==> src/rtl/ddr4_init_sequencer.sv <==
// DDR4 power-up / initialization sequencer.
// Sequence: RESET_n low, CKE low, tXPR, seven MRS writes (MR3,6,5,4,2,1,0), tMOD, ZQCL, tZQinit.
// Every output is a register loaded from the next-state decode, so each command slot is exactly
// one cycle wide. The bus idles at DES in every other cycle.
module ddr4_init_sequencer #(
    parameter int unsigned T_RESET_L = 200,
    parameter int unsigned T_CKE_L   = 500,
    parameter int unsigned T_XPR     = 10,
    parameter int unsigned T_MRD     = 8,
    parameter int unsigned T_MOD     = 24,
    parameter int unsigned T_ZQINIT  = 1024,
    parameter logic [125:0] MR_TABLE = '0
) (
    input  logic        clock_t_i,
    input  logic        reset_i,
    input  logic        start_i,
    output logic        reset_n_o,
    output logic        cke_o,
    output logic        cs_n_o,
    output logic        act_n_o,
    output logic        ras_n_a16_o,
    output logic        cas_n_a15_o,
    output logic        we_n_a14_o,
    output logic [1:0]  bg_o,
    output logic [1:0]  ba_o,
    output logic [13:0] addr_o,
    output logic        busy_o,
    output logic        init_done_o
);

    function automatic int unsigned max2(input int unsigned a, input int unsigned b);
        return (a > b) ? a : b;
    endfunction

    localparam int unsigned TMax = max2(max2(max2(T_RESET_L, T_CKE_L), max2(T_XPR, T_MRD)),
                                        max2(T_MOD, T_ZQINIT));
    localparam int unsigned CntW = $clog2(TMax) + 1;

    // A state lasting T cycles loads T-1; the one-cycle command slot is taken out of the waits.
    localparam logic [CntW-1:0] RstLoad = CntW'(T_RESET_L - 1);
    localparam logic [CntW-1:0] CkeLoad = CntW'(T_CKE_L - 1);
    localparam logic [CntW-1:0] XprLoad = CntW'(T_XPR - 1);
    localparam logic [CntW-1:0] MrdLoad = CntW'((T_MRD > 1) ? T_MRD - 2 : 0);
    localparam logic [CntW-1:0] ModLoad = CntW'((T_MOD > 1) ? T_MOD - 2 : 0);
    localparam logic [CntW-1:0] ZqLoad  = CntW'((T_ZQINIT > 1) ? T_ZQINIT - 2 : 0);

    // Command encodings {cs_n, act_n, ras_n, cas_n, we_n}
    localparam logic [4:0] CmdDes  = 5'b11111;
    localparam logic [4:0] CmdMrs  = 5'b01000;
    localparam logic [4:0] CmdZqcl = 5'b01110;

    typedef enum logic [3:0] {
        StIdle, StRstLow, StCkeLow, StXprWait, StMrsCmd,
        StMrdWait, StModWait, StZqclCmd, StZqWait, StDone
    } state_e;

    state_e          state_q, state_d;
    logic [CntW-1:0] cnt_q, cnt_d;
    logic [2:0]      idx_q, idx_d;

    logic        reset_n_d, cke_d, busy_d, done_d;
    logic [4:0]  cmd_d, cmd_q;
    logic [1:0]  bg_d, ba_d, bg_q, ba_q;
    logic [13:0] addr_d, addr_q;
    logic        reset_n_q, cke_q, busy_q, done_q;
    logic [2:0]  mr_num;

    // MRS issue order: slot k of the sequence writes this mode register
    always_comb begin
        mr_num = 3'd0;
        unique case (idx_d)
            3'd0:    mr_num = 3'd3;
            3'd1:    mr_num = 3'd6;
            3'd2:    mr_num = 3'd5;
            3'd3:    mr_num = 3'd4;
            3'd4:    mr_num = 3'd2;
            3'd5:    mr_num = 3'd1;
            default: mr_num = 3'd0;
        endcase
    end

    // Next state, interval counter and MRS index
    always_comb begin
        state_d = state_q;
        idx_d   = idx_q;
        cnt_d   = (cnt_q != '0) ? cnt_q - 1'b1 : '0;
        unique case (state_q)
            StIdle:    if (start_i) state_d = StRstLow;
            StRstLow:  if (cnt_q == '0) state_d = StCkeLow;
            StCkeLow:  if (cnt_q == '0) state_d = StXprWait;
            StXprWait: if (cnt_q == '0) state_d = StMrsCmd;
            StMrsCmd: begin
                idx_d = idx_q + 3'd1;
                if (idx_q == 3'd6) state_d = (T_MOD > 1) ? StModWait : StZqclCmd;
                else               state_d = (T_MRD > 1) ? StMrdWait : StMrsCmd;
            end
            StMrdWait: if (cnt_q == '0) state_d = StMrsCmd;
            StModWait: if (cnt_q == '0) state_d = StZqclCmd;
            StZqclCmd: state_d = (T_ZQINIT > 1) ? StZqWait : StDone;
            StZqWait:  if (cnt_q == '0) state_d = StDone;
            StDone:    if (start_i) state_d = StRstLow;
            default:   state_d = StIdle;
        endcase
        if (state_d != state_q) begin
            unique case (state_d)
                StRstLow:  cnt_d = RstLoad;
                StCkeLow:  cnt_d = CkeLoad;
                StXprWait: cnt_d = XprLoad;
                StMrdWait: cnt_d = MrdLoad;
                StModWait: cnt_d = ModLoad;
                StZqWait:  cnt_d = ZqLoad;
                default:   cnt_d = '0;
            endcase
        end
        if (state_d == StRstLow) idx_d = 3'd0;
    end

    // Output decode from the next state so the registered pins line up with state entry
    always_comb begin
        reset_n_d = 1'b1;
        cke_d     = 1'b1;
        busy_d    = 1'b1;
        done_d    = 1'b0;
        cmd_d     = CmdDes;
        bg_d      = 2'b00;
        ba_d      = 2'b00;
        addr_d    = 14'h0;
        unique case (state_d)
            StIdle: begin
                reset_n_d = 1'b0;
                cke_d     = 1'b0;
                busy_d    = 1'b0;
            end
            StRstLow: begin
                reset_n_d = 1'b0;
                cke_d     = 1'b0;
            end
            StCkeLow: cke_d = 1'b0;
            StMrsCmd: begin
                cmd_d  = CmdMrs;
                bg_d   = {1'b0, mr_num[2]};
                ba_d   = mr_num[1:0];
                addr_d = MR_TABLE[18*int'(mr_num) +: 14];
            end
            StZqclCmd: begin
                cmd_d  = CmdZqcl;
                addr_d = 14'h0400;
            end
            StDone: begin
                busy_d = 1'b0;
                done_d = 1'b1;
            end
            default: ;
        endcase
    end

    // State and output registers; reset abandons any command in flight
    always_ff @(posedge clock_t_i) begin
        if (reset_i) begin
            state_q   <= StIdle;
            cnt_q     <= '0;
            idx_q     <= 3'd0;
            reset_n_q <= 1'b0;
            cke_q     <= 1'b0;
            busy_q    <= 1'b0;
            done_q    <= 1'b0;
            cmd_q     <= CmdDes;
            bg_q      <= 2'b00;
            ba_q      <= 2'b00;
            addr_q    <= 14'h0;
        end else begin
            state_q   <= state_d;
            cnt_q     <= cnt_d;
            idx_q     <= idx_d;
            reset_n_q <= reset_n_d;
            cke_q     <= cke_d;
            busy_q    <= busy_d;
            done_q    <= done_d;
            cmd_q     <= cmd_d;
            bg_q      <= bg_d;
            ba_q      <= ba_d;
            addr_q    <= addr_d;
        end
    end

    assign reset_n_o   = reset_n_q;
    assign cke_o       = cke_q;
    assign busy_o      = busy_q;
    assign init_done_o = done_q;
    assign cs_n_o      = cmd_q[4];
    assign act_n_o     = cmd_q[3];
    assign ras_n_a16_o = cmd_q[2];
    assign cas_n_a15_o = cmd_q[1];
    assign we_n_a14_o  = cmd_q[0];
    assign bg_o        = bg_q;
    assign ba_o        = ba_q;
    assign addr_o      = addr_q;

endmodule
==> config.mk <==
export PLATFORM = sky130hd
export DESIGN_NAME = ddr4_init_sequencer
export DESIGN_NICKNAME = d
export VERILOG_FILES = /design/src/rtl/ddr4_init_sequencer.sv
export SDC_FILE = /design/constraint.sdc
export NUM_CORES = 1
export LEC_CHECK = 0
export CORE_ASPECT_RATIO = 2
export CORE_UTILIZATION = 45
export CTS_CLUSTER_SIZE = 14
export DETAILED_ROUTE_END_ITERATION = 10
export GPL_ROUTABILITY_DRIVEN = 1
export HOLD_SLACK_MARGIN = 0.03
export PLACE_DENSITY_LB_ADDON = 0.2
export RECOVER_POWER = 25
export SYNTH_ARGS = -nofsm -noshare
export SYNTH_HDL_FRONTEND = slang
export SYNTH_SLANG_ARGS = --single-unit
==> constraint.sdc <==
create_clock -name clock_t_i -period 2.9 [get_ports clock_t_i]
set_clock_uncertainty 0.15 [all_clocks]
set_input_delay 0.58 -clock clock_t_i [delete_from_list [all_inputs] [get_ports clock_t_i]]
set_output_delay 0.58 -clock clock_t_i [all_outputs]
set_load 0.01 [all_outputs]
==> results of run 1 <==
worst max path at each step:
stage | start | to | cells after the start
after CTS | idx_q[0] | cnt_q[3] | 8
after detailed placement | start_i | cnt_q[3] | 7
after global routing | idx_q[0] | cnt_q[3] | 8
after floorplan | idx_q[0] | cnt_q[1] | 8
after global placement | start_i | cnt_q[3] | 7
final | idx_q[0] | cnt_q[3] | 8
cell type report:
cell class              instances  area (µm²)
multi-input cells             166        1050
well taps                      49        61.3
inverters                       5        18.8
fillers                       387        1700
clock inverters                 1        30.0
flip-flops and latches         28         561
clock buffers                   3        41.3
repair buffers                 26         226
synth_stat cells (4+ instances only):
| cell | number | share of area (%) |
|---|---|---|
| a21oi_1 | 12 | 3.4 |
| a31oi_1 | 4 | 1.4 |
| buf_2 | 5 | 1.4 |
| buf_4 | 19 | 8.1 |
| dfxtp_1 | 28 | 32 |
| inv_1 | 5 | 1.1 |
| nand2_1 | 18 | 3.8 |
| nand3_1 | 7 | 2.0 |
| nor2_1 | 16 | 3.4 |
| nor3_1 | 6 | 1.7 |
| nor4_1 | 4 | 1.4 |
| o21ai_0 | 8 | 2.3 |
| o31ai_1 | 4 | 1.7 |
| xnor2_1 | 4 | 2.0 |
| xor2_1 | 5 | 2.5 |
power by group:
group	switching, µW	leakage, µW	total [µW]	internal, µW
Clock	122	0.0000357	307	185
Combinational	559	0.000541	958	399
Sequential	71.7	0.000228	529	457
flip-flops by register name (all words and copies together), names as in the netlist:
name / cells
addr_o: 1
ba_o: 2
bg_o: 1
busy_o: 1
cke_o: 1
cmd_q: 2
cnt_q: 11
idx_q: 3
init_done_o: 1
reset_n_o: 1
state_q: 4
per-stage QoR:
| step | hold WS (ps) | instance area (µm²) | instances |
|---|---|---|---|
| 6_report | 345 | 1990 | 278 |
| 2_1_floorplan | 320 | 1820 | 227 |
| 5_1_grt | 361 | 1990 | 278 |
| 3_3_place_gp | 328 | 1920 | 274 |
| 4_1_cts | 344 | 1990 | 278 |
| 3_5_place_dp | 330 | 1920 | 274 |
cell families after synthesis:
family                     share of synthesized area, %
and+or+nand+nor                                    24.8
adders and majority gates                          2.12
other                                             0.425
DFF                                                31.7
xor gates and xnor gates                           4.46
buffers and inverters                              11.8
AOI/OAI and AO/OA                                  24.6
metal layers:
metal  share of wire, %  vias to the layer above
met3                2.4                       10
li1                   -                      781
met4                2.8                        0
met5                  0                        -
met1                 37                      755
met2                 57                       29
==> flow_metrics.env, run 1 <==
export IMPL_status="finished clean"
export IMPL_path_cells="inv_1 -> ha_1 -> and3_1 -> o41a_1 -> o221a_1 -> nor2_1 -> a221oi_1 -> a211oi_1"
export IMPL_vias_per_cell=5.67
export IMPL_floorplan_rows=31
export IMPL_critPathKind="flip-flop to flip-flop"
export IMPL_final_setup_viol_count=0
export IMPL_drt_wl_total_mm=4.36
export IMPL_mostFrequentLayoutCell="dfxtp_1"
export IMPL_antennaDiodeCount=0
export IMPL_ys_types=61
export IMPL_min_delay_start="cnt_q[10]"
export IMPL_die_h_um=90.6
export IMPL_cp_slowest_cell="dfxtp_1"
export IMPL_post_route_period_util_pct=92.7
export IMPL_die_x_um=46.3
export IMPL_drt_pass1_iter_count=4
export IMPL_power_uw=1790
export IMPL_vdd_drop_max_uv=473
export IMPL_cp_top_family="compound AO/OA/AOI/OAI gates"
export IMPL_worst_slew_pin_slew_ps=511
export IMPL_die_area_mm2=0.00420
export IMPL_syn_cell_area_mm2=0.00177
export IMPL_cts_resized=0
export IMPL_crit_path_max_incr_delay_ps=470
export IMPL_cts_hold_repair_buffers=0
export IMPL_grt_use_total_pct=22.4
export IMPL_grtUsageMet2_pct=40.9
export IMPL_ys_ff_latch=28
export IMPL_async_reset_ff_share_pct=0
export IMPL_final_util_pct=53.9
export IMPL_grt_pass1_wl_mm=7.06
export IMPL_post_cts_setup_buffer_count=0
export IMPL_reg2reg_depth=8
export IMPL_cp_arrival_ps=2720
export IMPL_max_slew_margin_pct=65.9
export IMPL_synth_top_flop_cell="dfxtp_1"
export IMPL_postSynthAreaPerCell_um2=8.26
export IMPL_syn_inst=214
export IMPL_clk_latency_ps=270
export IMPL_min_path_type="flip-flop to flip-flop"
export IMPL_wl_per_cell_um=15.7
export IMPL_dpl_hpwl_mm=3.40
export IMPL_clockBufferDepth=2
export IMPL_grt_ovfl_total=0
export IMPL_max_freq_mhz=372
export IMPL_synth_enable_flop_cells=0
export IMPL_critPathLaunchType="flip-flop"
export IMPL_met3_usage_pct=2.00
export IMPL_most_common_layout_cells="28 x dfxtp_1, 18 x nand2_1, 16 x nor2_1, 15 x conb_1, 12 x a21oi_1"
export IMPL_numClockSinks=28
export IMPL_whs_path_depth=1
export IMPL_ys_warnings_count=0
export IMPL_hold_end="cnt_q[10]"
export IMPL_drive_above_1_share_pct=12.2
export IMPL_cp_max_fo=11
export IMPL_slew_viol_final=0
export IMPL_drc=0
export IMPL_cts_tree="yes"
export IMPL_fp_coreArea_mm2=0.00368
export IMPL_clk_pin_slew_ps=100
export IMPL_grt_pass1_vias=1498
export IMPL_fin_crit_ps=2690
export IMPL_place_ws_ps=176
export IMPL_finalHoldViolCount=0
export IMPL_ios=30
export IMPL_cts_inserted_buffers=3
export IMPL_place_gp_congestion=0.873
export IMPL_cap_violations=0
export IMPL_ant_nets=0
export IMPL_p_leak_uw=0.000805
export IMPL_grt_max_degree=17
export IMPL_num_nets_final=236
export IMPL_p_per_area_mw_per_mm2=903
export IMPL_r2r_end="cnt_q[3]"
export IMPL_top_usage_layer="met2"
export IMPL_path_buf_inv=1
export IMPL_worstSetupEndpointType="flip-flop"
export IMPL_area_delta_synth_final_pct=12.3
export IMPL_start_util_pct=48.0
export IMPL_grtUsageMet1_pct=24.2
export IMPL_num_vias=1575
export IMPL_port_buffers=14
export IMPL_htree_levels=1
export IMPL_drtIter0Drc=25
export IMPL_rsz0062_at_grt="false"
export IMPL_root_buffer="clkbuf_8"
export IMPL_antenna_found_initial=0
export IMPL_synth_seq_area_share_pct=31.7
export IMPL_finalSetupTns_ps=0
export IMPL_final_setup_worst_slack_ps=212
export IMPL_critPathRequiredTime_ps=2940
export IMPL_r2r_start="idx_q[0]"
export IMPL_r2r_slack_ps=210
Note: power is estimated with default switching activity, not from simulation.
==> run 2, diff against run 1 <==
HOLD_SLACK_MARGIN = unset   (was 0.03)
==> results of run 2 <==
No change in the layout: final DEF, timing and power equal those of run 1.
